===== config.mk =====
export PLATFORM = sky130hd
export DESIGN_NAME = rock_regelaar
export DESIGN_NICKNAME = d
export VERILOG_FILES = /design/src/rtl/rock_pkg.sv /design/src/rtl/rock_venster.sv /design/src/rtl/rock_regelaar.sv
export SDC_FILE = /design/constraint.sdc
export NUM_CORES = 1
export LEC_CHECK = 0
export CAP_MARGIN = 0
export CORE_MARGIN = 3
export CORE_UTILIZATION = 35
export CTS_BUF_LIST = sky130_fd_sc_hd__clkbuf_8 sky130_fd_sc_hd__clkbuf_16
export DETAILED_ROUTE_END_ITERATION = 12
export DONT_BUFFER_PORTS = 1
export MAX_ROUTING_LAYER = met4
export SLEW_MARGIN = 10
export SYNTH_ARGS = -nofsm -noshare
export SYNTH_HDL_FRONTEND = slang
export SYNTH_SLANG_ARGS = --single-unit
export TNS_END_PERCENT = 50

===== constraint.sdc =====
create_clock -name clk -period 4.4 [get_ports clk]
set_input_delay 0.66 -clock clk [delete_from_list [all_inputs] [get_ports clk]]
set_output_delay 0.66 -clock clk [all_outputs]
set_load 0.02 [all_outputs]

===== src/rtl/rock_pkg.sv =====
// Shared types and helpers for the rocking-intensity controller (rock_regelaar).
// The optional stress alarm is enabled with `ROCK_ALARM_EN.
package rock_pkg;

  typedef enum logic [1:0] {
    IDLE    = 2'd0,
    OBSERVE = 2'd1,
    DECIDE  = 2'd2,
    CALM    = 2'd3
  } rock_state_t;

  typedef enum logic {
    GOOD = 1'b0,
    FAIL = 1'b1
  } rock_outcome_t;

  // Bits needed to hold a counter that must reach maxVal itself.
  function automatic int cntWidth(input int maxVal);
    return $clog2(maxVal + 1);
  endfunction

endpackage


===== src/rtl/rock_venster.sv =====
// Observation-window counter: counts tick strobes and stressLaag hits.
// Flags the tick that completes the window; cleared synchronously by the controller.
module rock_venster #(
  parameter int WINDOW = 16,
  parameter int WIN_W  = 5
) (
  input  logic             clk,
  input  logic             r,
  input  logic             clear,
  input  logic             en,
  input  logic             tick,
  input  logic             hit,
  output logic [WIN_W-1:0] hits,
  output logic             full
);

  logic [WIN_W-1:0] winCnt;
  logic             step;

  // Counting stops at WINDOW, so neither counter can pass it.
  assign step = en && tick && (winCnt != WIN_W'(WINDOW));
  assign full = step && (winCnt == WIN_W'(WINDOW - 1));

  always_ff @(posedge clk or posedge r) begin
    if (r) begin
      winCnt <= '0;
      hits   <= '0;
    end else if (clear) begin
      winCnt <= '0;
      hits   <= '0;
    end else if (step) begin
      winCnt <= winCnt + WIN_W'(1);
      if (hit) hits <= hits + WIN_W'(1);
    end
  end

endmodule


===== src/rtl/rock_regelaar.sv =====
// Rocking-intensity controller: steps rock_level per observation window and drives the motor.
// Optional sticky stress alarm under `ROCK_ALARM_EN; dbgState exposes the FSM state.
// tick is a one-way strobe with no ready: consumed in OBSERVE, silently dropped in any other state.
module rock_regelaar
  import rock_pkg::*;
#(
  parameter int LEVEL_W      = 3,
  parameter int MAX_LEVEL    = 7,
  parameter int START_LEVEL  = 3,
  parameter int WINDOW       = 16,
  parameter int THRESH       = 4,
  parameter int CALM_WINDOWS = 2
`ifdef ROCK_ALARM_EN
  ,
  parameter int FAIL_LIMIT   = 3
`endif
) (
  input  logic               clk,
  input  logic               r,
  input  logic               start,
  input  logic               stop,
  input  logic               tick,
  input  logic               stressLaag,
  output logic [LEVEL_W-1:0] rock_level,
  output logic               motor_en,
  output logic               calm,
  output logic               window_done,
  output logic               alarm,
  output rock_state_t        dbgState
);

  localparam int WIN_W  = cntWidth(WINDOW);
  localparam int GOOD_W = cntWidth(CALM_WINDOWS);

  rock_state_t        state, stateN;
  rock_outcome_t      outcome;
  logic [LEVEL_W-1:0] levelN;
  logic               motorN, calmN, doneN;
  logic [GOOD_W-1:0]  goodCnt, goodN;
  logic [WIN_W-1:0]   hits;
  logic               winFull, cntClear;

`ifdef ROCK_ALARM_EN
  localparam int FAIL_W = cntWidth(FAIL_LIMIT);
  logic [FAIL_W-1:0] failCnt, failN;
  logic              alarmQ, alarmN;
  assign alarm = alarmQ;
`else
  assign alarm = 1'b0;
`endif

  assign dbgState = state;
  assign cntClear = stop || (state == DECIDE) || (((state == IDLE) || (state == CALM)) && start);

  rock_venster #(
    .WINDOW(WINDOW),
    .WIN_W (WIN_W)
  ) uVenster (
    .clk  (clk),
    .r    (r),
    .clear(cntClear),
    .en   (state == OBSERVE),
    .tick (tick),
    .hit  (stressLaag),
    .hits (hits),
    .full (winFull)
  );

  always_comb begin
    stateN  = state;
    levelN  = rock_level;
    motorN  = motor_en;
    calmN   = calm;
    doneN   = 1'b0;
    goodN   = goodCnt;
`ifdef ROCK_ALARM_EN
    failN   = failCnt;
    alarmN  = alarmQ;
`endif
    outcome = (hits >= WIN_W'(THRESH)) ? GOOD : FAIL;
    if (stop) begin
      stateN = IDLE;
      levelN = '0;
      motorN = 1'b0;
      calmN  = 1'b0;
      goodN  = '0;
`ifdef ROCK_ALARM_EN
      failN  = '0;
      alarmN = 1'b0;
`endif
    end else begin
      unique case (state)
        IDLE, CALM: begin
          if (start) begin
            stateN = OBSERVE;
            levelN = LEVEL_W'(START_LEVEL);
            motorN = 1'b1;
            calmN  = 1'b0;
            goodN  = '0;
`ifdef ROCK_ALARM_EN
            failN  = '0;
`endif
          end
        end
        OBSERVE: begin
          if (winFull) begin
            stateN = DECIDE;
            doneN  = 1'b1;
          end
        end
        DECIDE: begin
          stateN = OBSERVE;
          if (outcome == GOOD) begin
            goodN = goodCnt + GOOD_W'(1);
`ifdef ROCK_ALARM_EN
            failN = '0;
`endif
            if (goodCnt == GOOD_W'(CALM_WINDOWS - 1)) begin
              goodN = '0;
              if (rock_level != '0) levelN = rock_level - LEVEL_W'(1);
              if (rock_level <= LEVEL_W'(1)) begin
                stateN = CALM;
                motorN = 1'b0;
                calmN  = 1'b1;
              end
            end
          end else begin
            goodN = '0;
            if (rock_level < LEVEL_W'(MAX_LEVEL)) begin
              levelN = rock_level + LEVEL_W'(1);
            end
`ifdef ROCK_ALARM_EN
            // Only windows already failed at full intensity count toward the alarm.
            else if (failCnt < FAIL_W'(FAIL_LIMIT)) begin
              failN = failCnt + FAIL_W'(1);
            end
            if (failN == FAIL_W'(FAIL_LIMIT)) alarmN = 1'b1;
`endif
          end
        end
        default: stateN = IDLE;
      endcase
    end
  end

  always_ff @(posedge clk or posedge r) begin
    if (r) begin
      state       <= IDLE;
      rock_level  <= '0;
      motor_en    <= 1'b0;
      calm        <= 1'b0;
      window_done <= 1'b0;
      goodCnt     <= '0;
`ifdef ROCK_ALARM_EN
      failCnt     <= '0;
      alarmQ      <= 1'b0;
`endif
    end else begin
      state       <= stateN;
      rock_level  <= levelN;
      motor_en    <= motorN;
      calm        <= calmN;
      window_done <= doneN;
      goodCnt     <= goodN;
`ifdef ROCK_ALARM_EN
      failCnt     <= failN;
      alarmQ      <= alarmN;
`endif
    end
  end

endmodule


==> impl_summary.log <==
[metrics] total detailed-routing wirelength: 2.23 mm
[metrics] worst path bufs/invs: 1
[metrics] leading register cell type out of synthesis: dfrtp_1
[metrics] number of setup violations in the final report: 0
[metrics] ratio of final minimum period to clock period: 0.450
[metrics] number of placed cells counting well taps: 165
[metrics] met3 Track Usage GR: 0.0510
[metrics] Remaining DRCs: 0
[metrics] number of cells traversed by the worst register-to-register path: 7
[metrics] quantity of hold-fixing buffers added after cts: 0
[metrics] cell accounting for the most synthesized area: dfrtp_1
[metrics] number of max-slew violations in the final report: 0
[metrics] Mapped Cells: 123
[metrics] y dimension of the die: ~66 um
[metrics] Congestion Overflow GR: 0
[metrics] post-synthesis net count: 141
[metrics] worst setup path end: rock_level[2]
[metrics] Post-Route Setup TNS: 0 ns
[metrics] register clock-pin slew on the reported worst setup and hold paths: about 0.07 ns
[metrics] cells along the critical path: inv_1 -> ha_1 -> a21oi_2 -> o21ai_4 -> and2_1 -> a311oi_1 -> a41o_1
[metrics] Critical Path Stages: 7
[metrics] number of global-route vias before repair: 860
[metrics] synth top area cells: dfrtp_1, ha_1, nor2_1
[metrics] maximum level of the CTS H-tree: 1
[metrics] final hold violation count: 0
[metrics] commonest cells after routing, fill and taps aside: dfrtp_1, nor2_1, inv_1, ha_1
[metrics] total half-perimeter wirelength after legalization and detailed placement: approximately 1.7 mm
[metrics] die width: 65.8 um
[metrics] startpoint class of the critical path: flop
[metrics] start point of the critical path: dbgState[0]
[metrics] nets@finish: 142
[metrics] total die area: about 4300 um^2
[metrics] Global Route met2 Usage: 0.212
[metrics] most common cell after layout, fill and taps aside: dfrtp_1
[metrics] pin count of the biggest net entering global routing: 21
[metrics] wire length of the first global-routing pass: 4.00 mm
[metrics] maximum clock path buffer count: 2
[metrics] class of the tightest hold or removal check: in2async
[metrics] post-CTS setup-driven buffer insertion count: 0
[metrics] Gates resized, CTS repair: 0
[metrics] number of nets still failing antenna checks after routing: 0
[metrics] CP Capture Type: flop
[metrics] run status: finished, final reports clean
[metrics] Syn-to-layout area delta: 6.00%
[metrics] number of register bits inferred by synthesis: 20
[metrics] tightest slew margin relative to the limit: 0.491
[metrics] ratio of cells with drive above 1 in the final layout: 0.115
[metrics] post-synthesis sequential area ratio: 0.400
[metrics] DRT Pass-1 Iters: 4
[metrics] number of enable-type register cells in the synthesized netlist: 0
[metrics] average via count per standard cell: 4.89
[metrics] share of flip-flops with an asynchronous set or reset: 1.00
[metrics] average instance area after synthesis: 10.2 um^2
[metrics] largest fanout on the critical path: 7
[metrics] Power per Cell Area: ~290 nW/um^2
[metrics] Worst Setup Path Type: reg2reg
[metrics] number of distinct library cell variants in the gate-level netlist after synthesis: 40
[metrics] max capacitance violation total: 0
[metrics] most used routing layer in global routing: met2
[metrics] global-route total usage across every layer: 0.125
[metrics] boundary pin count: 15
[metrics] total vias in the final route: 821
[metrics] number of clock buffers inserted by TritonCTS: 3
[metrics] final core utilization: 0.391
[metrics] TritonCTS clock tree: built
[metrics] Worst Clk Skew: about 0.0026 ns
[metrics] standard cell core area: 3390 um^2
[metrics] worst ir drop on vdd: 0.000177 V
[metrics] non-filler cells, final: 168
[metrics] RSZ-0062 raised after global routing: no
[metrics] cell area after synthesis: 1250 um^2
[metrics] number of placement rows: 21
[metrics] critical path arrival: around 2.2 ns
[metrics] clock sink total: 20
[metrics] count of antenna diodes in the layout: 0
[metrics] max frequency: 0.505 GHz
[metrics] GR Layer Usage met1: 0.130
[metrics] starting utilization of the core area: 0.369
[metrics] Tightest Pin Transition: 0.763 ns
[metrics] Iter 0 DRT Violations: 15
[metrics] clock latency at the later pin of the worst-skew pair: 0.26 ns
[metrics] Final Critical Period: slightly below 2 ns
[metrics] Yosys top cell area share: 0.400
[metrics] launch point of the worst reg-to-reg path: dbgState[0]
[metrics] last weighted congestion value of the routability-driven placer: a little over 0.7
[metrics] total of buffers placed on input and output ports: 0
[metrics] critical-path cell with the highest stage delay: dfrtp_1
[metrics] antenna violations before repair: 0
[metrics] CTS Root Buffer Type: clkbuf_8
[metrics] static leakage: 0.579 nW
[metrics] number of warning messages in the yosys log: 0
[metrics] per-cell routed wire length: around 13 um
[metrics] internal reg-to-reg setup slack: 2.42 ns
[metrics] largest stage delay on the critical path: 0.52 ns
[metrics] cell class contributing the biggest share of worst-path delay: compound AO/OA/AOI/OAI gates
[metrics] critical path required time: 4.60 ns
[metrics] R2R Path End: rock_level[2]
[report_power, final]
group	internal, W	switching [W]
Combinational	0.0000230	0.0000341
Sequential	0.000190	0.0000173
Clock	0.0000610	0.0000587
[cells by family after synthesis]
| logic type | Yosys count | synth area share |
|---|---|---|
| and+or+nand+nor | 40 | 0.190 |
| muxes | 7 | 0.0600 |
| buffers and inverters | 18 | 0.0610 |
| other | 1 | 0.00300 |
| xor gates and xnor gates | 8 | 0.0560 |
| AOI/OAI and AO/OA | 17 | 0.110 |
| adders and majority gates | 12 | 0.120 |
| DFF | 20 | 0.400 |
[metal layers]
layer / wire length, um / vias up / share of wire
met1: 889 / 399 / 0.40
li1: - / 406 / -
met3: 139 / 2 / 0.062
met4: 23 / 0 / 0.010
met2: 1180 / 14 / 0.53
met5: 0 / - / 0
[worst register-to-register path: stages, from the launching register on]
cell	delay, ns
dfrtp_1	0.52
inv_1	0.09
ha_1	0.40
a21oi_2	0.24
o21ai_4	0.12
and2_1	0.18
a311oi_1	0.26
a41o_1	0.12
[through the flow]
step / power, W / hold WS [ns] / setup WS [ns] / area (um^2)
global placement: 0.000266 / 0.479 / 2.45 / 1280
detailed placement: 0.000269 / 0.493 / 2.43 / 1280
CTS: 0.000392 / 0.452 / 2.41 / 1330
floorplan: 0.000259 / 0.470 / 2.56 / 1250
finish: 0.000384 / 0.424 / 2.42 / 1330
global route: 0.000406 / 0.455 / 2.20 / 1330
[cells in the mapped netlist, types with 2 or more instances]
library cell / instances
dfrtp_1: 20
nand2_1: 5
mux2i_1: 3
mux2_1: 2
xor2_1: 6
buf_4: 2
a21oi_1: 6
a211oi_1: 2
mux2_2: 2
nand4_1: 4
xnor2_1: 2
and3_1: 2
inv_1: 14
ha_1: 12
nand2b_1: 2
nor2_1: 15
[worst min-delay path by stage]
stage                  endpoint  slack, ns
2_1_floorplan        goodCnt[1]       0.47
3_3_place_gp         goodCnt[1]       0.48
3_5_place_dp         goodCnt[1]       0.49
4_1_cts        uVenster.hits[3]       0.45
5_1_grt                motor_en       0.45
6_report       uVenster.hits[3]       0.42
[layout make-up]
type                            instances  area, um^2
Fill cell                             349        2060
Multi-Input combinational cell         85         674
Sequential cell                        20         500
Tap cell                               46        57.6
Inverter                               14        52.6
Clock buffer                            3        41.3
[state kept, by name, summed over array words and instances (netlist names)]
| register | count |
|---|---|
| goodCnt | 2 |
| rock_level | 3 |
| motor_en | 1 |
| dbgState | 2 |
| window_done | 1 |
| uVenster.winCnt | 5 |
| calm | 1 |
| uVenster.hits | 5 |
Power figures use the tool's default switching activity.
